$ cat src/rtl/cpu_run_ctrl_if.sv
// Interface between the run controller and its environment: mode and
// step-button inputs, PC / breakpoint compare values, generated CPU clock
// and status outputs.
interface cpu_run_ctrl_if #(
    parameter int PC_W = 32
);
    logic [1:0]      iMode;
    logic            iStepBtn;
    logic [PC_W-1:0] iBreakPC;
    logic [PC_W-1:0] iPC;
    logic            oCpuClk;
    logic            oHalted;
    logic [15:0]     oCycleCnt;
    logic [1:0]      oState;

    // Environment side: drives mode/button/PC, observes clock and status.
    modport master (
        output iMode, iStepBtn, iBreakPC, iPC,
        input  oCpuClk, oHalted, oCycleCnt, oState
    );

    // Controller side.
    modport slave (
        input  iMode, iStepBtn, iBreakPC, iPC,
        output oCpuClk, oHalted, oCycleCnt, oState
    );
endinterface

$ cat src/rtl/cpu_run_ctrl.sv
// Run/step/breakpoint controller: divides the board clock into the CPU clock
// and decides, once per CPU cycle, whether another cycle is issued.
module cpu_run_ctrl #(
    parameter int DIV_HALF = 10,
    parameter int DEB_CNT  = 4,
    parameter int PC_W     = 32
) (
    input  logic          iClk,
    input  logic          iRst,
    cpu_run_ctrl_if.slave bus
);
    localparam int PH_W = (DIV_HALF > 1) ? $clog2(DIV_HALF) : 1;
    localparam int DB_W = (DEB_CNT > 1) ? $clog2(DEB_CNT) : 1;
    localparam logic [PH_W-1:0] PH_LAST = PH_W'(DIV_HALF - 1);
    localparam logic [DB_W-1:0] DB_LAST = DB_W'(DEB_CNT - 1);

    localparam logic [1:0] M_HALT = 2'b00;
    localparam logic [1:0] M_RUN  = 2'b01;
    localparam logic [1:0] M_STEP = 2'b10;
    localparam logic [1:0] M_RTB  = 2'b11;

    typedef enum logic [1:0] {
        S_IDLE = 2'b00,
        S_LOW  = 2'b01,
        S_HIGH = 2'b10,
        S_BRK  = 2'b11
    } state_t;

    state_t          state_q, state_d;
    logic [PH_W-1:0] phase_q, phase_d;
    logic [DB_W-1:0] deb_cnt_q, deb_cnt_d;
    logic            sync1_q, sync2_q;
    logic            deb_lvl_q, deb_lvl_d;
    logic            pending_q, pending_d;
    logic            cpu_clk_q, cpu_clk_d;
    logic            halted_q, halted_d;
    logic [15:0]     cycle_cnt_q, cycle_cnt_d;

    logic [PC_W-1:0] pc_s, bp_s;
    logic            press_s, ph_last_s, eval_s, go_s, bp_hit_s, consume_s;

    assign pc_s = bus.iPC;
    assign bp_s = bus.iBreakPC;

    // Button synchronizer and debounced level.
    always_ff @(posedge iClk or posedge iRst) begin
        if (iRst) begin
            sync1_q   <= 1'b0;
            sync2_q   <= 1'b0;
            deb_lvl_q <= 1'b0;
            deb_cnt_q <= '0;
        end else begin
            sync1_q   <= bus.iStepBtn;
            sync2_q   <= sync1_q;
            deb_lvl_q <= deb_lvl_d;
            deb_cnt_q <= deb_cnt_d;
        end
    end

    // Debounce: accept a new level after DEB_CNT consecutive mismatching samples.
    always_comb begin
        deb_lvl_d = deb_lvl_q;
        deb_cnt_d = '0;
        press_s   = 1'b0;
        if (sync2_q != deb_lvl_q) begin
            if (deb_cnt_q == DB_LAST) begin
                deb_lvl_d = sync2_q;
                press_s   = sync2_q;
            end else begin
                deb_cnt_d = deb_cnt_q + DB_W'(1);
            end
        end else begin
            deb_cnt_d = '0;
        end
    end

    // Decision terms: evaluation point, go, breakpoint hit, step consumption.
    always_comb begin
        ph_last_s = (phase_q == PH_LAST);
        eval_s    = (state_q == S_IDLE) || ((state_q == S_HIGH) && ph_last_s);
        bp_hit_s  = (bus.iMode == M_RTB) && (pc_s == bp_s);
        go_s      = 1'b0;
        consume_s = 1'b0;
        case (bus.iMode)
            M_HALT: go_s = 1'b0;
            M_RUN:  go_s = 1'b1;
            M_STEP: begin
                go_s      = pending_q | press_s;
                consume_s = eval_s & go_s;
            end
            M_RTB:  go_s = (pc_s != bp_s);
            default: go_s = 1'b0;
        endcase
    end

    // Pending step: one deep, dropped outside STEP mode.
    always_comb begin
        if (bus.iMode != M_STEP) begin
            pending_d = 1'b0;
        end else if (consume_s) begin
            pending_d = 1'b0;
        end else if (press_s) begin
            pending_d = 1'b1;
        end else begin
            pending_d = pending_q;
        end
    end

    // FSM state register.
    always_ff @(posedge iClk or posedge iRst) begin
        if (iRst) begin
            state_q <= S_IDLE;
        end else begin
            state_q <= state_d;
        end
    end

    // FSM next state: a started low/high cycle always runs to completion.
    always_comb begin
        state_d = state_q;
        case (state_q)
            S_IDLE: begin
                if (go_s)          state_d = S_LOW;
                else if (bp_hit_s) state_d = S_BRK;
                else               state_d = S_IDLE;
            end
            S_LOW: begin
                if (ph_last_s) state_d = S_HIGH;
                else           state_d = S_LOW;
            end
            S_HIGH: begin
                if (!ph_last_s)    state_d = S_HIGH;
                else if (go_s)     state_d = S_LOW;
                else if (bp_hit_s) state_d = S_BRK;
                else               state_d = S_IDLE;
            end
            S_BRK: begin
                if (bus.iMode == M_RTB) state_d = S_BRK;
                else                    state_d = S_IDLE;
            end
            default: state_d = S_IDLE;
        endcase
    end

    // FSM outputs: phase counter, cycle counter and registered clock/halt.
    always_comb begin
        if (((state_q == S_LOW) || (state_q == S_HIGH)) && !ph_last_s) begin
            phase_d = phase_q + PH_W'(1);
        end else begin
            phase_d = '0;
        end
        if ((state_q == S_LOW) && ph_last_s) begin
            cycle_cnt_d = cycle_cnt_q + 16'd1;
        end else begin
            cycle_cnt_d = cycle_cnt_q;
        end
        cpu_clk_d = (state_d == S_HIGH);
        halted_d  = (state_d == S_BRK);
    end

    // Datapath registers; async reset drops the CPU clock immediately.
    always_ff @(posedge iClk or posedge iRst) begin
        if (iRst) begin
            phase_q     <= '0;
            cycle_cnt_q <= 16'd0;
            cpu_clk_q   <= 1'b0;
            halted_q    <= 1'b0;
            pending_q   <= 1'b0;
        end else begin
            phase_q     <= phase_d;
            cycle_cnt_q <= cycle_cnt_d;
            cpu_clk_q   <= cpu_clk_d;
            halted_q    <= halted_d;
            pending_q   <= pending_d;
        end
    end

    assign bus.oCpuClk   = cpu_clk_q;
    assign bus.oHalted   = halted_q;
    assign bus.oCycleCnt = cycle_cnt_q;
    assign bus.oState    = state_q;
endmodule

$ cat src/flat_wrapper.sv
// flat-port wrapper written by rule: the top's interface ports become plain ports
module cpu_run_ctrl_flat 
#(
    parameter int DIV_HALF = 10,
    parameter int DEB_CNT  = 4,
    parameter int PC_W     = 32
)
  (iClk, iRst, bus_iMode, bus_iStepBtn, bus_iBreakPC, bus_iPC, bus_oCpuClk, bus_oHalted, bus_oCycleCnt, bus_oState);
  cpu_run_ctrl_if #(.PC_W(PC_W)) bus_i ();
  input  logic iClk;
  input  logic iRst;
  input wire logic [$bits(bus_i.iMode)-1:0] bus_iMode;
  input wire logic [$bits(bus_i.iStepBtn)-1:0] bus_iStepBtn;
  input wire logic [$bits(bus_i.iBreakPC)-1:0] bus_iBreakPC;
  input wire logic [$bits(bus_i.iPC)-1:0] bus_iPC;
  output wire logic [$bits(bus_i.oCpuClk)-1:0] bus_oCpuClk;
  output wire logic [$bits(bus_i.oHalted)-1:0] bus_oHalted;
  output wire logic [$bits(bus_i.oCycleCnt)-1:0] bus_oCycleCnt;
  output wire logic [$bits(bus_i.oState)-1:0] bus_oState;
  assign bus_i.iMode = bus_iMode;
  assign bus_i.iStepBtn = bus_iStepBtn;
  assign bus_i.iBreakPC = bus_iBreakPC;
  assign bus_i.iPC = bus_iPC;
  assign bus_oCpuClk = bus_i.oCpuClk;
  assign bus_oHalted = bus_i.oHalted;
  assign bus_oCycleCnt = bus_i.oCycleCnt;
  assign bus_oState = bus_i.oState;
  cpu_run_ctrl #(.DIV_HALF(DIV_HALF), .DEB_CNT(DEB_CNT), .PC_W(PC_W)) u_core (.iClk(iClk), .iRst(iRst), .bus(bus_i));
endmodule
$ cat config.mk
export PLATFORM = sky130hd
export DESIGN_NAME = cpu_run_ctrl_flat
export DESIGN_NICKNAME = d
export VERILOG_FILES = /design/src/rtl/cpu_run_ctrl_if.sv /design/src/rtl/cpu_run_ctrl.sv /design/src/flat_wrapper.sv
export SDC_FILE = /design/constraint.sdc
export NUM_CORES = 1
export LEC_CHECK = 0
export ABC_AREA = 1
export CORE_MARGIN = 3
export CORE_UTILIZATION = 42
export CTS_CLUSTER_DIAMETER = 100
export DETAILED_ROUTE_END_ITERATION = 10
export GPL_ROUTABILITY_DRIVEN = 0
export PLACE_DENSITY = 0.89
export SLEW_MARGIN = 20
export SYNTH_ARGS = -nofsm -noshare
export SYNTH_HDL_FRONTEND = slang
export SYNTH_SLANG_ARGS = --single-unit
$ cat constraint.sdc
create_clock -name iClk -period 1.9 [get_ports iClk]
set_clock_uncertainty 0.1 [all_clocks]
set_input_delay 0.38 -clock iClk [delete_from_list [all_inputs] [get_ports iClk]]
set_output_delay 0.38 -clock iClk [all_outputs]
set_load 0.01 [all_outputs]
==> key figures <==
Run status
  • Status: finished with violations
  • Failing checks: setup timing

Cells and area
  • Multi-input logic area: approximately 1000 um2
  • Fin util: between 60% and 70%
  • P&R area growth vs syn: 56.0%
  • Ant diodes: 0
  • Register area: approximately 750 um2
  • Final #Nets: about 450
  • Final instance area: 3090 um2
  • Share of layout cells above drive strength 1: 7.30%
  • Fillers: 350

CTS
  • Clock Sinks: 30
  • Root buffer cell: clkbuf_8
  • H-tree depth: 2
  • Worst-Skew Late Latency: 0.28 ns
  • Max Buffers Root-to-Sink: 2
  • Total CTS buffers: 5
  • CTS tree: yes
  • CTS clk-pin slew, worst paths: 0.06 ns

STA
  • Final setup fails: 1
  • Minimum clock period: roughly 1.9 ns
  • Worst Slack Setup Final: -0.00875 ns
  • Fin crit share: 100%
  • RSZ-0062 raised after global routing: yes
  • F_max: 524 MHz
  • Worst slew margin: 74.9%
  • Fin. Hold Viols: 0
  • Max-slew violations: 0
  • Final TNS setup: -0.00875 ns
  • Slew @ Worst Pin: about 0.38 ns

Critical path
  • Reg-to-reg slack, setup: -0.009 ns
  • Critical path startpoint category: register
  • Worst r2r path cells: 13
  • Reg2Reg Launch Point: u_core.phase_q[1]
  • RR Endpoint: u_core.bus.oCycleCnt[13]
  • Worst EP required: ~2 ns
  • Crit Path Category: register to register
  • Crit path max fanout: 6
  • CP endpoint kind: register
  • Arrival @ worst endpoint: 1.97 ns

Yosys
  • Largest cells by area after synthesis: dfrtp_1, nand2_1, inv_1
  • Synth unique cells: 23
  • Number of synthesized flops with an enable pin: 0
  • Top-count cell post-synth: nand2_1
  • Mapped Cells: about 270
  • Synth cell count leaders: nand2_1, inv_1, nor2_1, dfrtp_1, xnor2_1
  • Synth Flop Type: dfrtp_1
  • Synth async-reset ratio: 100%
  • Sequential-to-total area share from yosys stat: a little under two fifths
  • Largest area contributor in the netlist: dfrtp_1
  • Total of warnings raised by yosys: 0
  • Syn Nets: 344
  • Yosys reg bits: 30
  • Synthesized area: 1980 um2
  • Avg Cell Area, Syn: between 7 and 8 um2
  • Top-area cell type share of the netlist area: between 30% and 40%

Routing
  • Drt via density: ~4.4
  • Drt drc: 0
  • Vias: between 1500 and 2000
  • Drt total wl: 5120 um
  • Iteration-0 DRC Markers: 114
  • Wire per inst: ~12 um
  • DRT antenna net count: 0
  • Pre-Repair DR Iteration Count: 4

Placement
  • Area after DPL: a little under 3000 um2
  • Hpwl dp: between 4000 and 5000 um
  • Port-buffer cells: 88
  • Place WS: -0.00342 ns

GRT
  • Gr ovfl total: 0
  • Initial antenna violation count: 0
  • Largest net degree at the start of global routing: 31
  • First-pass GRT wire length: 7670 um
  • Vias in the first global route: 1772
  • All-Layer GR Usage: 17.8%

Power
  • Leakage: roughly 1.6 nW
  • Total power: approximately 0.002 W
  • Power per standard cell area: around 650 nW/um2
  • Power share of the combinational group: between 30% and 40%
  • Switching fraction of total power: a little under a third
  • Int Pwr: 0.00138 W
  • Sw Pwr: 0.000639 W
  • Reg power frac: approximately two fifths
  • VDD IR max: approximately 0.00038 V
  • Clock power frac: about a quarter

Min path
  • Hold path depth: 0
  • Critical hold path startpoint: u_core.sync1_q
  • Worst Hold Class: register to register
  • WHS Endpoint: u_core.sync2_q

Floorplan
  • # rows: 24
  • Die area: approximately 5600 um2
  • Initial Util: approximately 45%
  • Die width: roughly 75 um
  • I/O pin count: 89
  • Die H: between 70 and 80 um
  • Core ar.: between 4000 and 5000 um2

Run
  • Max capacitance violation total: 0
how the worst max path moves through the flow:
stage	start	end	slack, ns
floorplan	u_core.phase_q[1]	u_core.bus.oCycleCnt[13]	0.19
global placement	bus_iBreakPC[13]	u_core.bus.oHalted	0.06
detailed placement	bus_iBreakPC[13]	u_core.bus.oHalted	-0.003
CTS	u_core.phase_q[1]	u_core.bus.oCycleCnt[13]	0.003
global route	u_core.phase_q[1]	u_core.bus.oCycleCnt[15]	-0.13
finish	u_core.phase_q[1]	u_core.bus.oCycleCnt[13]	-0.009
worst max-delay path: stages (launching register included):
cell     delay (ns)
dfrtp_1        0.41
inv_1          0.07
ha_2           0.16
nand2_2        0.06
nor2_4         0.13
nand2_4        0.09
nor2_4         0.15
nand3_4        0.10
nor2_4         0.15
nand2_4        0.08
nor2_8         0.12
nand2_1        0.06
nand2_1        0.05
nand2_1        0.06
sequential cells by signal, summed over array words and instances, names as in the netlist:
register              cells
u_core.pending_q          1
u_core.deb_cnt_q          2
u_core.sync1_q            1
u_core.bus.oCpuClk        1
u_core.phase_q            4
u_core.sync2_q            1
u_core.bus.oHalted        1
u_core.bus.oCycleCnt     16
u_core.bus.oState         2
u_core.deb_lvl_q          1
final cells by class:
class                           instances  share of cell area [%]
Inverter                               57                    6.93
Clock buffer                            7                    2.80
Timing Repair Buffer                   96                    30.5
Clock inverter                          1                   0.162
Tap cell                               52                    2.11
Multi-Input combinational cell        179                    33.2
Sequential cell                        30                    24.3
repair_timing:
action | 4_1_cts | 5_1_grt
gates resized for setup | 0 | 2
hold buffers | 0 | 0
setup buffers | 0 | 7
endpoints found under the setup margin | 0 | 5
logic make-up (layout without fill, tap and decap cells):
group           Yosys count  in the layout  synth area share (%)
simple gates            128            128                  29.0
buf+inv                  57            161                  10.8
flops                    30             30                  38.0
xor+xnor                 29             29                  13.2
compound gates           13             13                  3.35
fa+ha+maj                 9              9                  5.69
cells in the final DEF (no fill, tap or decap), drive strengths merged, types with 9 or more instances in the layout:
cell / instances
nand3: 11
xor2: 12
inv: 57
nand2: 75
ha: 9
xnor2: 17
o21ai: 12
nor2: 36
clkdlybuf4s50: 88
dfrtp: 30
power groups by stage:
stage | Combinational [W] | Sequential [W] | Clock [W]
finish | 0.000711 | 0.000796 | 0.000512
global route | 0.000805 | 0.000807 | 0.000546
CTS | 0.000705 | 0.000798 | 0.000517
detailed placement | 0.000699 | 0.000808 | 0
global placement | 0.000674 | 0.000803 | 0
floorplan | 0.000355 | 0.000815 | 0
through the flow:
stage	cells	hold WS (ns)
2_1_floorplan	266	0.231
4_1_cts	415	0.257
5_1_grt	422	0.265
3_3_place_gp	407	0.237
6_report	422	0.255
3_5_place_dp	407	0.243
per-layer routing:
layer	routed length, um	vias up	global-route usage [%]
met3	181	11	3.60
met2	2840	45	34.0
met1	1970	824	19.7
met4	128	0	4.94
li1	-	994	-
met5	0	-	0
(Power assumes the default switching activity.)
